`src/rtl/eth_reset_pkg.sv`:
```
// Shared types and helpers for the Ethernet PHY reset sequencer.
// Latency: n/a (types and constant functions only).
// Backpressure: n/a.
package eth_reset_pkg;

  typedef enum logic [1:0] {
    WAIT_LOCK = 2'd0,
    HOLD      = 2'd1,
    SETTLE    = 2'd2,
    RUN       = 2'd3
  } phy_rst_state_t;

  // Registered reset outputs travel together so they always switch on one edge
  typedef struct packed {
    logic phy_rst_n;
    logic core_sreset;
    logic ready;
  } rst_outs_t;

  localparam rst_outs_t OUTS_RESET = '{phy_rst_n: 1'b0, core_sreset: 1'b1, ready: 1'b0};

  // Output decode for each state
  function automatic rst_outs_t outs_for(input phy_rst_state_t s);
    rst_outs_t o;
    o = OUTS_RESET;
    case (s)
      SETTLE:  o = '{phy_rst_n: 1'b1, core_sreset: 1'b1, ready: 1'b0};
      RUN:     o = '{phy_rst_n: 1'b1, core_sreset: 1'b0, ready: 1'b1};
      default: o = OUTS_RESET;
    endcase
    return o;
  endfunction

  // Counter width large enough for the longer of the two timed phases
  function automatic int cnt_width(input int a, input int b);
    int m;
    m = (a > b) ? a : b;
    return $clog2(m);
  endfunction

endpackage

```
`src/rtl/sync_2ff.sv`:
```
// Two-flop synchronizer for a single asynchronous level signal.
// Latency: 2 clk edges from d to q.
// Backpressure: none; level signal, no handshake.
module sync_2ff (
  input  logic clk,
  input  logic aresetn,
  input  logic d,
  output logic q
);

  logic meta;

  // Two back-to-back flops; both clear to 0 on reset
  always_ff @(posedge clk or negedge aresetn) begin
    if (!aresetn) begin
      meta <= 1'b0;
      q    <= 1'b0;
    end else begin
      meta <= d;
      q    <= meta;
    end
  end

endmodule

```
`src/rtl/phy_reset_seq.sv`:
```
// Sequences PHY hardware reset and core sync reset after PLL lock.
// Latency: HOLD entered 3 edges after pll_locked rises; RUN after HOLD_CYCLES+SETTLE_CYCLES more.
// Backpressure: none; lock loss or restart re-enters the sequence on the next decision edge.
module phy_reset_seq
  import eth_reset_pkg::*;
#(
  parameter int HOLD_CYCLES   = 1024,
  parameter int SETTLE_CYCLES = 4096
) (
  input  logic clk,
  input  logic aresetn,
  input  logic pll_locked,
  input  logic restart,
  output logic phy_rst_n,
  output logic core_sreset,
  output logic ready
);

  localparam int CW = cnt_width(HOLD_CYCLES, SETTLE_CYCLES);
  // Terminal counts: each timed state ends on its last count, so the counter never wraps
  localparam logic [CW-1:0] HOLD_LAST   = CW'(HOLD_CYCLES - 1);
  localparam logic [CW-1:0] SETTLE_LAST = CW'(SETTLE_CYCLES - 1);

  phy_rst_state_t state, state_nxt;
  logic [CW-1:0]  cnt, cnt_nxt;
  rst_outs_t      outs_q, outs_nxt;
  logic           lock_s;

  sync_2ff u_lock_sync (
    .clk     (clk),
    .aresetn (aresetn),
    .d       (pll_locked),
    .q       (lock_s)
  );

  // State, shared counter and registered outputs
  always_ff @(posedge clk or negedge aresetn) begin
    if (!aresetn) begin
      state  <= WAIT_LOCK;
      cnt    <= '0;
      outs_q <= OUTS_RESET;
    end else begin
      state  <= state_nxt;
      cnt    <= cnt_nxt;
      outs_q <= outs_nxt;
    end
  end

  // Next state / counter; lock loss outranks restart, restart outranks terminal count
  always_comb begin
    state_nxt = state;
    cnt_nxt   = cnt;
    case (state)
      WAIT_LOCK: begin
        cnt_nxt = '0;
        if (lock_s) begin
          state_nxt = HOLD;
        end
      end
      HOLD: begin
        if (!lock_s) begin
          state_nxt = WAIT_LOCK;
          cnt_nxt   = '0;
        end else if (restart) begin
          cnt_nxt = '0;
        end else if (cnt == HOLD_LAST) begin
          state_nxt = SETTLE;
          cnt_nxt   = '0;
        end else begin
          cnt_nxt = cnt + 1'b1;
        end
      end
      SETTLE: begin
        if (!lock_s) begin
          state_nxt = WAIT_LOCK;
          cnt_nxt   = '0;
        end else if (restart) begin
          state_nxt = HOLD;
          cnt_nxt   = '0;
        end else if (cnt == SETTLE_LAST) begin
          state_nxt = RUN;
          cnt_nxt   = '0;
        end else begin
          cnt_nxt = cnt + 1'b1;
        end
      end
      RUN: begin
        cnt_nxt = '0;
        if (!lock_s) begin
          state_nxt = WAIT_LOCK;
        end else if (restart) begin
          state_nxt = HOLD;
        end
      end
      default: begin
        state_nxt = WAIT_LOCK;
        cnt_nxt   = '0;
      end
    endcase
    // Outputs decoded from the next state so they switch with the state register
    outs_nxt = outs_for(state_nxt);
  end

  assign phy_rst_n   = outs_q.phy_rst_n;
  assign core_sreset = outs_q.core_sreset;
  assign ready       = outs_q.ready;

endmodule
```
`config.mk`:
```
export PLATFORM = sky130hd
export DESIGN_NAME = phy_reset_seq
export DESIGN_NICKNAME = d
export VERILOG_FILES = /design/src/rtl/eth_reset_pkg.sv /design/src/rtl/sync_2ff.sv /design/src/rtl/phy_reset_seq.sv
export SDC_FILE = /design/constraint.sdc
export NUM_CORES = 1
export LEC_CHECK = 0
export BUFFER_PORTS_ARGS = -buffer_cell sky130_fd_sc_hd__buf_2
export CAP_MARGIN = 15
export CORE_UTILIZATION = 55
export CTS_CLUSTER_DIAMETER = 200
export DETAILED_ROUTE_END_ITERATION = 8
export PLACE_DENSITY = 0.74
export SLEW_MARGIN = 20
export SYNTH_ARGS = -nofsm -noshare
export SYNTH_HDL_FRONTEND = slang
export SYNTH_HIERARCHICAL = 1
export SYNTH_SLANG_ARGS = --single-unit
```
`constraint.sdc`:
```
create_clock -name clk -period 1.9 [get_ports clk]
set_input_delay 0.095 -clock clk [delete_from_list [all_inputs] [get_ports clk]]
set_output_delay 0.095 -clock clk [all_outputs]
set_load 0.02 [all_outputs]
```
==> insert_results.sql, run 1 <==
INSERT INTO impl_metrics (metric_group, metric, value, unit) VALUES
('synth', 'synth_sequential_area_ratio', '53.3', '%'),
('flow_run', 'drv_cap', '0', ''),
('layout', 'final_nets', '93', ''),
('clocking', 'cts_tree', 'yes', ''),
('synth', 'synth_top_family_by_area', 'simple AND/OR/NAND/NOR gates', ''),
('critical_path', 'worst_path_max_stage_delay', '400', 'ps'),
('timing', 'tightest_slew', '387', 'ps'),
('worst_hold_path', 'timing.hold.worst_path_depth', '3', ''),
('critical_path', 'worstReg2RegEnd', 'cnt[2]', ''),
('synth', 'syn_inst', '77', ''),
('die', 'die-height', '41.2', 'um'),
('detailed_routing', 'drtAntennaViolNets', '0', ''),
('critical_path', 'worstSetupPathType', 'register to register', ''),
('worst_hold_path', 'holdPathEnd', 'core_sreset', ''),
('synth', 'yosys.area_share.adder', '1.48', '%'),
('detailed_routing', 'routedWlPerCell', '12.8', 'um'),
('detailed_routing', 'drc', '0', ''),
('die', 'die_x', '41.2', 'um'),
('clocking', 'cts-htree-levels', '1', ''),
('clocking', 'cts_buffers', '3', ''),
('clocking', 'post_cts_setup_buffer_count', '0', ''),
('timing', 'final_max_slew_viol_count', '0', ''),
('placement', 'dpl.hpwl', '888', 'um'),
('detailed_routing', 'dr.pass1.iters', '4', ''),
('timing', 'max_clock_freq', '640', 'MHz'),
('synth', 'share_of_synthesized_flip_flops_with_an_asynchronous_set_or_reset', '100', '%'),
('critical_path', 'timing.critical_path.to_type', 'register', ''),
('detailed_routing', 'dr.first_iter.drc_count', '18', ''),
('outcome', 'run_status', 'complete, no violations', ''),
('critical_path', 'regToRegStartpoint', 'cnt[0]', ''),
('synth', 'synth.mux.area_fraction', '0', '%'),
('synth', 'syn_area', '847', 'um2'),
('synth', 'synth-compound-area-share', '7.53', '%'),
('clocking', 'clock_tree.buffer_depth', '2', ''),
('global_route', 'number_of_antenna_violations_at_the_first_check_in_global_routing', '0', ''),
('die', 'floorplan.core_area', '1370', 'um2'),
('timing', 'grt_setup_unrepaired', 'no', ''),
('timing', 'final-setup-viol-count', '0', ''),
('layout', 'postLayoutCoreUtil', '68.9', '%'),
('global_route', 'grt_usage', '20.6', '%'),
('synth', 'synth_area_per_cell', '11.0', 'um2'),
('critical_path', 'crit_path_max_fanout', '8', ''),
('synth', 'yosys_register_bits', '18', ''),
('timing', 'max-slew-margin-rel', '74.1', '%'),
('placement', 'placement.io_buffers', '6', ''),
('critical_path', 'crit_path_cell_trace', 'ha_1 > and3_1 > a31oi_1 > o31ai_2 > buf_4 > nor2_1', ''),
('critical_path', 'rr_worst_depth', '6', ''),
('synth', 'yosys_warnings', '6', ''),
('synth', 'synth_xor_area_share', '11.4', '%'),
('layout', 'synthToLayoutAreaGrowth', '11.1', '%'),
('layout', 'n_antenna_cell', '0', ''),
('clocking', 'cts_num_sinks', '18', ''),
('worst_hold_path', 'worst_hold_startpoint', 'restart', ''),
('timing', 'clock_skew', '6.60', 'ps'),
('synth', 'simple_gate_share_of_the_synthesized_area', '22.7', '%'),
('detailed_routing', 'routed-via-count', '559', ''),
('synth', 'postSynthNetCount', '82', ''),
('timing', 'min_period', '1560', 'ps'),
('critical_path', 'critical_path_slowest_stage_cell', 'sky130_fd_sc_hd__dfrtp_1', ''),
('layout', 'final_layout_size_suffix_gt1_share', '19.5', '%'),
('detailed_routing', 'routed_wirelength', '1300', 'um'),
('die', 'initial_core_util', '62.0', '%'),
('pwr', 'maximum_resistive_drop_on_vdd', '0.000565', 'V'),
('timing', 'timing.final.crit_share', '82.3', '%'),
('pwr', 'power_leakage', '0.000428', 'uW'),
('die', 'floorplan.io_pins', '7', ''),
('critical_path', 'crit_family', 'flip-flops', ''),
('clocking', 'clk_pin_slew', '100', 'ps'),
('die', 'rows', '13', ''),
('critical_path', 'worst-path-buf-inv', '1', ''),
('clocking', 'cts_root_buffer', 'sky130_fd_sc_hd__clkbuf_4', '');
power by group:
part	leakage (uW)	switching [uW]	internal, uW
combinational	0.000166	15.9	11.9
sequential	0.000241	3.58	387
clock	0.0000210	115	117
layout by cell type (no fill, tap or decap), types with 2 or more instances in the layout:
| cell type | count |
|---|---|
| sky130_fd_sc_hd__nor3b_1 | 3 |
| sky130_fd_sc_hd__xor2_1 | 7 |
| sky130_fd_sc_hd__nand2_1 | 2 |
| sky130_fd_sc_hd__and3_1 | 3 |
| sky130_fd_sc_hd__buf_4 | 2 |
| sky130_fd_sc_hd__xnor2_1 | 4 |
| sky130_fd_sc_hd__nand4_1 | 2 |
| sky130_fd_sc_hd__clkbuf_4 | 3 |
| sky130_fd_sc_hd__buf_2 | 6 |
| sky130_fd_sc_hd__nor2_1 | 13 |
| sky130_fd_sc_hd__nand3_1 | 3 |
| sky130_fd_sc_hd__dfrtp_1 | 17 |
| sky130_fd_sc_hd__dlygate4sd3_1 | 2 |
timing repair:
action,in CTS,in global routing
gates resized for setup,0,0
endpoints found under the hold margin,18,0
hold buffers,2,0
synthesized netlist by cell type (2+ instances only):
cell	n	area share, %
sky130_fd_sc_hd__and3_1	3	2.2
sky130_fd_sc_hd__buf_2	2	1.2
sky130_fd_sc_hd__dfrtp_1	17	50
sky130_fd_sc_hd__nand2_1	2	0.89
sky130_fd_sc_hd__nand3_1	3	1.8
sky130_fd_sc_hd__nand4_1	2	1.5
sky130_fd_sc_hd__nor2_1	13	5.8
sky130_fd_sc_hd__nor3b_1	3	2.7
sky130_fd_sc_hd__xnor2_1	4	4.1
sky130_fd_sc_hd__xor2_1	7	7.2
registers in the layout, indices dropped and copies added (netlist names):
signal / flops
cnt: 12
core_sreset: 1
phy_rst_n: 1
ready: 1
state: 1
u_lock_sync/meta: 1
u_lock_sync/q: 1
worst reg2reg max path, delay by kind of cell, from the launching register on:
kind,cells,cell delay [ps]
compound gates,2,370
buf+inv,1,200
fa+ha+maj,1,190
flops,1,400
simple gates,2,310
cells by family after synthesis:
family                   count (synthesis)
AND/OR/NAND/NOR                         34
flip-flops                              18
XOR/XNOR                                11
buffers and inverters                    5
adder cells (fa/ha/maj)                  1
AO/OA/AOI/OAI                            8
worst max-delay path by stage:
stage / end / cells after the start / start
3_3_place_gp: cnt[2] / 6 / cnt[0]
6_report: cnt[2] / 6 / cnt[0]
3_5_place_dp: cnt[2] / 6 / cnt[0]
2_1_floorplan: ready / 6 / cnt[0]
5_1_grt: cnt[2] / 6 / cnt[0]
4_1_cts: cnt[2] / 6 / cnt[0]
through the flow:
step | setup WS [ps] | hold WS [ps] | power [uW] | area [um2] | cells
finish | 336 | 172 | 650 | 941 | 102
CTS | 327 | 156 | 656 | 941 | 102
detailed placement | 352 | 38.8 | 423 | 885 | 96
floorplan | 389 | -201 | 409 | 847 | 77
global placement | 388 | 36.5 | 423 | 885 | 96
global route | 192 | 195 | 669 | 941 | 102
routing by layer:
metal | share of wire (%) | track usage [%] | up-vias
met4 | 1.9 | 12.1 | 0
met3 | 2.5 | 3.26 | 4
met1 | 54 | 29.7 | 260
li1 | - | - | 284
met5 | 0 | 0 | -
met2 | 42 | 28.9 | 11
area by class of cell:
type | count | area [um2]
Timing Repair Buffer | 10 | 65.1
Inverter | 1 | 3.75
Sequential cell | 18 | 452
Fill cell | 107 | 425
Tap cell | 15 | 18.8
Multi-Input combinational cell | 54 | 365
Clock buffer | 4 | 36.3
(Power assumes the default switching activity.)
==> inputs of run 2 (changes only) <==
--- a/config.mk
+++ b/config.mk
@@ -7,10 +7,10 @@
 export LEC_CHECK = 0
 export BUFFER_PORTS_ARGS = -buffer_cell sky130_fd_sc_hd__buf_2
 export CAP_MARGIN = 15
-export CORE_UTILIZATION = 55
+export CORE_UTILIZATION = 50
 export CTS_CLUSTER_DIAMETER = 200
 export DETAILED_ROUTE_END_ITERATION = 8
-export PLACE_DENSITY = 0.74
+export PLACE_DENSITY = 0.71
 export SLEW_MARGIN = 20
 export SYNTH_ARGS = -nofsm -noshare
 export SYNTH_HDL_FRONTEND = slang
==> constraint.sdc (replaced) <==
create_clock -name clk -period 1.35 [get_ports clk]
set_input_delay 0.0675 -clock clk [delete_from_list [all_inputs] [get_ports clk]]
set_output_delay 0.0675 -clock clk [all_outputs]
set_load 0.02 [all_outputs]
==> insert_results.sql, run 2 (synthesis results as in run 1) <==
INSERT INTO impl_metrics (metric_group, metric, value, unit) VALUES
('timing', 'max_clock_freq', '689', 'MHz'),
('critical_path', 'reg2reg_slack', '-100', 'ps'),
('clocking', 'cts-htree-levels', '1', ''),
('timing', 'tightest_slew', '391', 'ps'),
('critical_path', 'critical_path_slowest_stage_cell', 'sky130_fd_sc_hd__dfrtp_1', ''),
('worst_hold_path', 'holdPathEnd', 'state[0]', ''),
('die', 'die-height', '43.2', 'um'),
('clocking', 'cts_num_sinks', '18', ''),
('global_route', 'grt_usage', '19.5', '%'),
('global_route', 'global_route_wire_length_before_repair', '2600', 'um'),
('placement', 'gp_congestion', '0.836', ''),
('flow_run', 'drv_cap', '0', ''),
('critical_path', 'cp_data_arrival_time', '1630', 'ps'),
('critical_path', 'crit_path_max_fanout', '5', ''),
('clocking', 'cts_buffers', '3', ''),
('layout', 'fillerInstances', '117', ''),
('die', 'die_area', '1860', 'um2'),
('detailed_routing', 'routedWlPerCell', '13.0', 'um'),
('detailed_routing', 'dr.pass1.iters', '4', ''),
('placement', 'dp.cells', '109', ''),
('clocking', 'cts_tree', 'yes', ''),
('pwr', 'power_leakage', '0.000500', 'uW'),
('layout', 'final_common_cell', 'sky130_fd_sc_hd__dfrtp_1', ''),
('clocking', 'insertion_delay', '290', 'ps'),
('worst_hold_path', 'worst_hold_startpoint', 'restart', ''),
('timing', 'timing.final.crit_share', '107', '%'),
('global_route', 'number_of_antenna_violations_at_the_first_check_in_global_routing', '0', ''),
('outcome', 'failed_checks', 'setup timing', ''),
('timing', 'hold_slack', '153', 'ps'),
('pwr', 'power_per_cell_area', '846', 'nW/um2'),
('timing', 'max-slew-margin-rel', '73.9', '%'),
('layout', 'stdcell_count', '117', ''),
('layout', 'final_layout_size_suffix_gt1_share', '39.6', '%'),
('critical_path', 'crit_path_cell_trace', 'ha_2 > and3_4 > and3_4 > and4bb_2 > o21a_1', ''),
('detailed_routing', 'routed-via-count', '635', ''),
('critical_path', 'regToRegStartpoint', 'cnt[1]', ''),
('timing', 'postLayoutSetupSlackWorst', '-100', 'ps'),
('worst_hold_path', 'timing.hold.worst_path_depth', '3', ''),
('critical_path', 'critical_path.most_common_cell', 'sky130_fd_sc_hd__and3_4', ''),
('timing', 'clock_skew', '0.995', 'ps'),
('detailed_routing', 'drtAntennaViolNets', '0', ''),
('pwr', 'total_switching_power', '194', 'uW'),
('detailed_routing', 'via_per_inst', '5.43', ''),
('critical_path', 'worstSetupStartpointType', 'register', ''),
('pwr', 'maximum_resistive_drop_on_vdd', '0.000594', 'V'),
('global_route', 'pin_count_of_the_biggest_net_entering_global_routing', '19', ''),
('clocking', 'clock_tree.buffer_depth', '2', ''),
('die', 'floorplan.io_pins', '7', ''),
('timing', 'setup_total_negative_slack', '-508', 'ps'),
('outcome', 'run_status', 'complete, but fails checks', ''),
('global_route', 'first_global_vias', '613', ''),
('layout', 'final_nets', '107', ''),
('pwr', 'power.switching_fraction', '21.0', '%'),
('clocking', 'clk_pin_slew', '100', 'ps'),
('worst_hold_path', 'worst_min_delay_path_class', 'input port to register', ''),
('timing', 'grt_setup_unrepaired', 'yes', ''),
('placement', 'placement.io_buffers', '6', ''),
('pwr', 'cell_internal_pwr', '732', 'uW'),
('critical_path', 'timing.critical_path.to_type', 'register', ''),
('timing', 'final-setup-viol-count', '14', ''),
('clocking', 'cts_root_buffer', 'sky130_fd_sc_hd__clkbuf_4', ''),
('detailed_routing', 'routed_wirelength', '1530', 'um'),
('detailed_routing', 'dr.first_iter.drc_count', '13', ''),
('layout', 'n_antenna_cell', '0', ''),
('die', 'die_x', '43.2', 'um'),
('pwr', 'power.combinational.fraction', '5.4', '%'),
('layout', 'commonest_non_fill_non_tap_cells_in_the_layout', 'sky130_fd_sc_hd__dfrtp_1, sky130_fd_sc_hd__buf_4, sky130_fd_sc_hd__nor2_1, sky130_fd_sc_hd__xor2_1, sky130_fd_sc_hd__buf_2', ''),
('timing', 'report.final.hold_viol_count', '0', ''),
('die', 'rows', '14', ''),
('critical_path', 'timing.critical_path.required', '1530', 'ps'),
('timing', 'final_max_slew_viol_count', '0', ''),
('die', 'initial_core_util', '55.0', '%'),
('global_route', 'gr-total-overflow', '0', ''),
('timing', 'min_period', '1450', 'ps'),
('die', 'floorplan.core_area', '1540', 'um2'),
('pwr', 'seqPwrFrac', '59.4', '%'),
('detailed_routing', 'drc', '0', ''),
('placement', 'dpl.hpwl', '1030', 'um'),
('critical_path', 'worstSetupPathType', 'register to register', ''),
('layout', 'number_of_flip_flops_under_the_largest_register_name', '12', ''),
('critical_path', 'rr_worst_depth', '5', ''),
('layout', 'max_flop_register', 'cnt', ''),
('critical_path', 'worstReg2RegEnd', 'phy_rst_n', ''),
('layout', 'synthToLayoutAreaGrowth', '29.2', '%'),
('critical_path', 'worst_path_max_stage_delay', '400', 'ps'),
('pwr', 'clockPowerShare', '35.3', '%');
## run 2: cell count changes in the layout (fill, tap and decap cells not counted)
cell | before | now
sky130_fd_sc_hd__ha_2 | 0 | 1
sky130_fd_sc_hd__nor2_1 | 13 | 10
sky130_fd_sc_hd__a31oi_1 | 1 | 0
sky130_fd_sc_hd__a211oi_2 | 0 | 1
sky130_fd_sc_hd__nor2_2 | 0 | 3
sky130_fd_sc_hd__and3_1 | 3 | 1
sky130_fd_sc_hd__and3_4 | 1 | 3
sky130_fd_sc_hd__xnor2_2 | 0 | 1
sky130_fd_sc_hd__a211oi_1 | 1 | 0
sky130_fd_sc_hd__a31oi_4 | 0 | 1
sky130_fd_sc_hd__xnor2_1 | 4 | 3
sky130_fd_sc_hd__ha_1 | 1 | 0
sky130_fd_sc_hd__buf_4 | 2 | 16
## run 2: power groups by stage
stage / sequential (uW) / clock, uW / combinational [uW]
after floorplan: 559 / 0 / 17.0
after global placement: 560 / 0 / 40.7
after detailed placement: 560 / 0 / 41.1
after CTS: 550 / 342 / 46.1
after global routing: 551 / 355 / 56.9
final: 550 / 327 / 49.6
## run 2: area by class of cell
| class | instances | area [um2] | area share [%] |
|---|---|---|---|
| repair buffers | 24 | 170 | 15.5 |
| inverters | 1 | 3.75 | 0.343 |
| well taps | 16 | 20.0 | 1.83 |
| multi-input cells | 54 | 413 | 37.7 |
| flip-flops and latches | 18 | 452 | 41.3 |
| clock buffers | 4 | 36.3 | 3.31 |
## run 2: critical path, delay by kind of cell (launching register included)
family / cells / cell delay [ps]
DFF: 1 / 400
adders and majority gates: 1 / 190
and+or+nand+nor: 3 / 560
AOI/OAI and AO/OA: 1 / 190
## run 2: routing by layer
layer	vias to the layer above	part of all wire [%]	GRT usage (%)
met2	11	47	28.7
met3	4	2.8	2.55
met5	-	0	0
li1	319	-	-
met1	301	49	27.5
met4	0	1.2	10.9
## run 2: how the worst max path moves through the flow
stage	slack, ps	startpoint	end	depth (start not counted)
detailed placement	-60	cnt[1]	cnt[9]	6
CTS	-70	cnt[0]	phy_rst_n	5
global route	-150	cnt[0]	cnt[9]	6
global placement	-30	cnt[1]	cnt[2]	6
floorplan	-120	cnt[0]	phy_rst_n	6
finish	-100	cnt[1]	phy_rst_n	5
## run 2: metrics by stage
| step | utilization, % | power [uW] | setup WS, ps | area [um2] |
|---|---|---|---|---|
| after floorplan | - | 576 | -119 | 855 |
| after global placement | 63.8 | 601 | -34.6 | 983 |
| after detailed placement | 63.8 | 601 | -57.7 | 983 |
| after CTS | 68.3 | 938 | -71.8 | 1050 |
| after global routing | 71.0 | 963 | -155 | 1090 |
| final | 71.0 | 927 | -100 | 1090 |
## run 2: what timing repair did
action                                 4_1_cts  5_1_grt
endpoints found under the hold margin       19        0
hold buffers                                 2        0
buffers inserted                             1        1
setup endpoints to repair                   15       15
pin swaps                                    1        2
resized for setup                            1        7
==> inputs of run 3 (changes only) <==
--- a/config.mk
+++ b/config.mk
@@ -7,10 +7,10 @@
 export LEC_CHECK = 0
 export BUFFER_PORTS_ARGS = -buffer_cell sky130_fd_sc_hd__buf_2
 export CAP_MARGIN = 15
-export CORE_UTILIZATION = 50
+export CORE_UTILIZATION = 55
 export CTS_CLUSTER_DIAMETER = 200
 export DETAILED_ROUTE_END_ITERATION = 8
-export PLACE_DENSITY = 0.71
+export PLACE_DENSITY = 0.74
 export SLEW_MARGIN = 20
 export SYNTH_ARGS = -nofsm -noshare
 export SYNTH_HDL_FRONTEND = slang
==> constraint.sdc (replaced) <==
create_clock -name clk -period 1.7 [get_ports clk]
set_input_delay 0.085 -clock clk [delete_from_list [all_inputs] [get_ports clk]]
set_output_delay 0.085 -clock clk [all_outputs]
set_load 0.02 [all_outputs]
==> insert_results.sql, run 3 (synthesis results as in run 1) <==
INSERT INTO impl_metrics (metric_group, metric, value, unit) VALUES
('outcome', 'run_status', 'complete, no violations', ''),
('die', 'floorplan.core_area', '1370', 'um2'),
('clocking', 'cts-htree-levels', '1', ''),
('flow_run', 'drv_cap', '0', ''),
('worst_hold_path', 'holdPathEnd', 'state[0]', ''),
('detailed_routing', 'dr.first_iter.drc_count', '15', ''),
('timing', 'max_clock_freq', '635', 'MHz'),
('critical_path', 'timing.critical_path.required', '1880', 'ps'),
('critical_path', 'crit_path_cell_trace', 'ha_1 > and3_1 > a31oi_1 > o31ai_2 > buf_4 > nor2_1', ''),
('worst_hold_path', 'worst_hold_startpoint', 'restart', ''),
('critical_path', 'critical_path_slowest_stage_cell', 'sky130_fd_sc_hd__dfrtp_1', ''),
('timing', 'final_max_slew_viol_count', '0', ''),
('critical_path', 'worst_path_max_stage_delay', '400', 'ps'),
('global_route', 'gr-total-overflow', '0', ''),
('detailed_routing', 'drtAntennaViolNets', '0', ''),
('pwr', 'power_leakage', '0.000433', 'uW'),
('global_route', 'global_route_wire_length_before_repair', '2170', 'um'),
('critical_path', 'timing.critical_path.to_type', 'register', ''),
('layout', 'max_flop_register', 'cnt', ''),
('critical_path', 'regToRegStartpoint', 'cnt[0]', ''),
('layout', 'number_of_flip_flops_under_the_largest_register_name', '12', ''),
('worst_hold_path', 'timing.hold.worst_path_depth', '3', ''),
('timing', 'report.final.hold_viol_count', '0', ''),
('critical_path', 'worstReg2RegEnd', 'cnt[2]', ''),
('timing', 'setup_total_negative_slack', '0', 'ps'),
('die', 'die-height', '41.2', 'um'),
('layout', 'synthToLayoutAreaGrowth', '12.0', '%'),
('layout', 'fillerInstances', '106', ''),
('layout', 'final_layout_size_suffix_gt1_share', '20.5', '%'),
('detailed_routing', 'drc', '0', ''),
('pwr', 'maximum_resistive_drop_on_vdd', '0.000543', 'V'),
('detailed_routing', 'via_per_inst', '5.51', ''),
('placement', 'place_worst_setup_slack', '144', 'ps'),
('timing', 'timing.final.crit_share', '92.7', '%'),
('placement', 'placement.io_buffers', '6', ''),
('clocking', 'clk_pin_slew', '90', 'ps'),
('layout', 'final_nets', '94', ''),
('die', 'initial_core_util', '62.0', '%'),
('die', 'rows', '13', ''),
('worst_hold_path', 'worst_min_delay_path_class', 'input port to register', ''),
('timing', 'tightest_slew', '385', 'ps'),
('clocking', 'cts_root_buffer', 'sky130_fd_sc_hd__clkbuf_4', ''),
('pwr', 'power_per_cell_area', '757', 'nW/um2'),
('timing', 'min_period', '1580', 'ps'),
('layout', 'n_antenna_cell', '0', ''),
('clocking', 'post_cts_setup_buffer_count', '0', ''),
('clocking', 'cts_tree', 'yes', ''),
('critical_path', 'worstSetupStartpointType', 'register', ''),
('placement', 'gp_congestion', '0.831', ''),
('clocking', 'insertion_delay', '280', 'ps'),
('detailed_routing', 'routed-via-count', '568', ''),
('critical_path', 'reg2reg_slack', '120', 'ps'),
('global_route', 'first_global_vias', '527', ''),
('clocking', 'cts_num_sinks', '18', ''),
('detailed_routing', 'routed_wirelength', '1380', 'um'),
('critical_path', 'worstSetupPathType', 'register to register', ''),
('critical_path', 'crit_family', 'flip-flops', ''),
('timing', 'final-setup-viol-count', '0', ''),
('detailed_routing', 'routedWlPerCell', '13.4', 'um'),
('critical_path', 'crit_path_max_fanout', '8', ''),
('placement', 'dpl.hpwl', '952', 'um'),
('layout', 'final_common_cell', 'sky130_fd_sc_hd__dfrtp_1', ''),
('critical_path', 'rr_worst_depth', '6', ''),
('layout', 'postLayoutCoreUtil', '69.4', '%'),
('critical_path', 'cp_data_arrival_time', '1750', 'ps'),
('timing', 'grt_setup_unrepaired', 'no', ''),
('timing', 'postLayoutSetupSlackWorst', '124', 'ps'),
('clocking', 'ctsResizeCount', '0', ''),
('die', 'floorplan.io_pins', '7', ''),
('layout', 'commonest_non_fill_non_tap_cells_in_the_layout', 'sky130_fd_sc_hd__dfrtp_1, sky130_fd_sc_hd__nor2_1, sky130_fd_sc_hd__xor2_1, sky130_fd_sc_hd__buf_2, sky130_fd_sc_hd__xnor2_1', ''),
('clocking', 'cts_buffers', '3', ''),
('clocking', 'cts_hold_repair.buffers', '2', ''),
('global_route', 'grt_usage', '20.8', '%'),
('detailed_routing', 'dr.pass1.iters', '4', ''),
('global_route', 'number_of_antenna_violations_at_the_first_check_in_global_routing', '0', ''),
('die', 'die_x', '41.2', 'um'),
('clocking', 'clock_tree.buffer_depth', '2', ''),
('die', 'die_area', '1700', 'um2'),
('critical_path', 'worst-path-buf-inv', '1', ''),
('timing', 'clock_skew', '3.18', 'ps'),
('timing', 'max-slew-margin-rel', '74.3', '%'),
('global_route', 'pin_count_of_the_biggest_net_entering_global_routing', '19', '');
## run 3: area by class of cell
| type | instances | area, um2 | area share (%) |
|---|---|---|---|
| Multi-Input combinational cell | 54 | 365 | 38.5 |
| Clock buffer | 4 | 36.3 | 3.83 |
| Timing Repair Buffer | 11 | 72.6 | 7.65 |
| Inverter | 1 | 3.75 | 0.396 |
| Tap cell | 15 | 18.8 | 1.98 |
| Sequential cell | 18 | 452 | 47.6 |
## run 3: power breakdown
part / internal, uW / switching (uW)
Combinational: 14.8 / 18.6
Sequential: 433 / 4.14
Clock: 130 / 118
## run 3: worst reg2reg max path, cell delays in order, from the launching register on
cell,delay [ps]
sky130_fd_sc_hd__dfrtp_1,400
sky130_fd_sc_hd__ha_1,190
sky130_fd_sc_hd__and3_1,260
sky130_fd_sc_hd__a31oi_1,130
sky130_fd_sc_hd__o31ai_2,230
sky130_fd_sc_hd__buf_4,200
sky130_fd_sc_hd__nor2_1,60
## run 3: worst max-delay path by stage
stage                 from  endpoint  depth (start not counted)
CTS                 cnt[0]    cnt[2]                          6
global route        cnt[0]    cnt[3]                          6
global placement    cnt[0]    cnt[2]                          6
finish              cnt[0]    cnt[2]                          6
floorplan           cnt[0]     ready                          6
detailed placement  cnt[0]    cnt[2]                          6
## run 3: stage by stage
step / power (uW) / hold WS [ps] / instances / cell area (um2)
global placement: 475 / 27.2 / 97 / 892
floorplan: 457 / -211 / 77 / 847
CTS: 729 / 157 / 103 / 948
detailed placement: 475 / 27.7 / 97 / 892
global route: 749 / 223 / 103 / 948
finish: 718 / 168 / 103 / 948
## run 3: per-layer routing
layer / up-vias / track usage [%] / wire [um]
met3: 2 / 3.26 / 49
met1: 266 / 27.0 / 685
met2: 13 / 32.4 / 630
met4: 0 / 12.1 / 14
li1: 287 / - / -
met5: - / 0 / 0
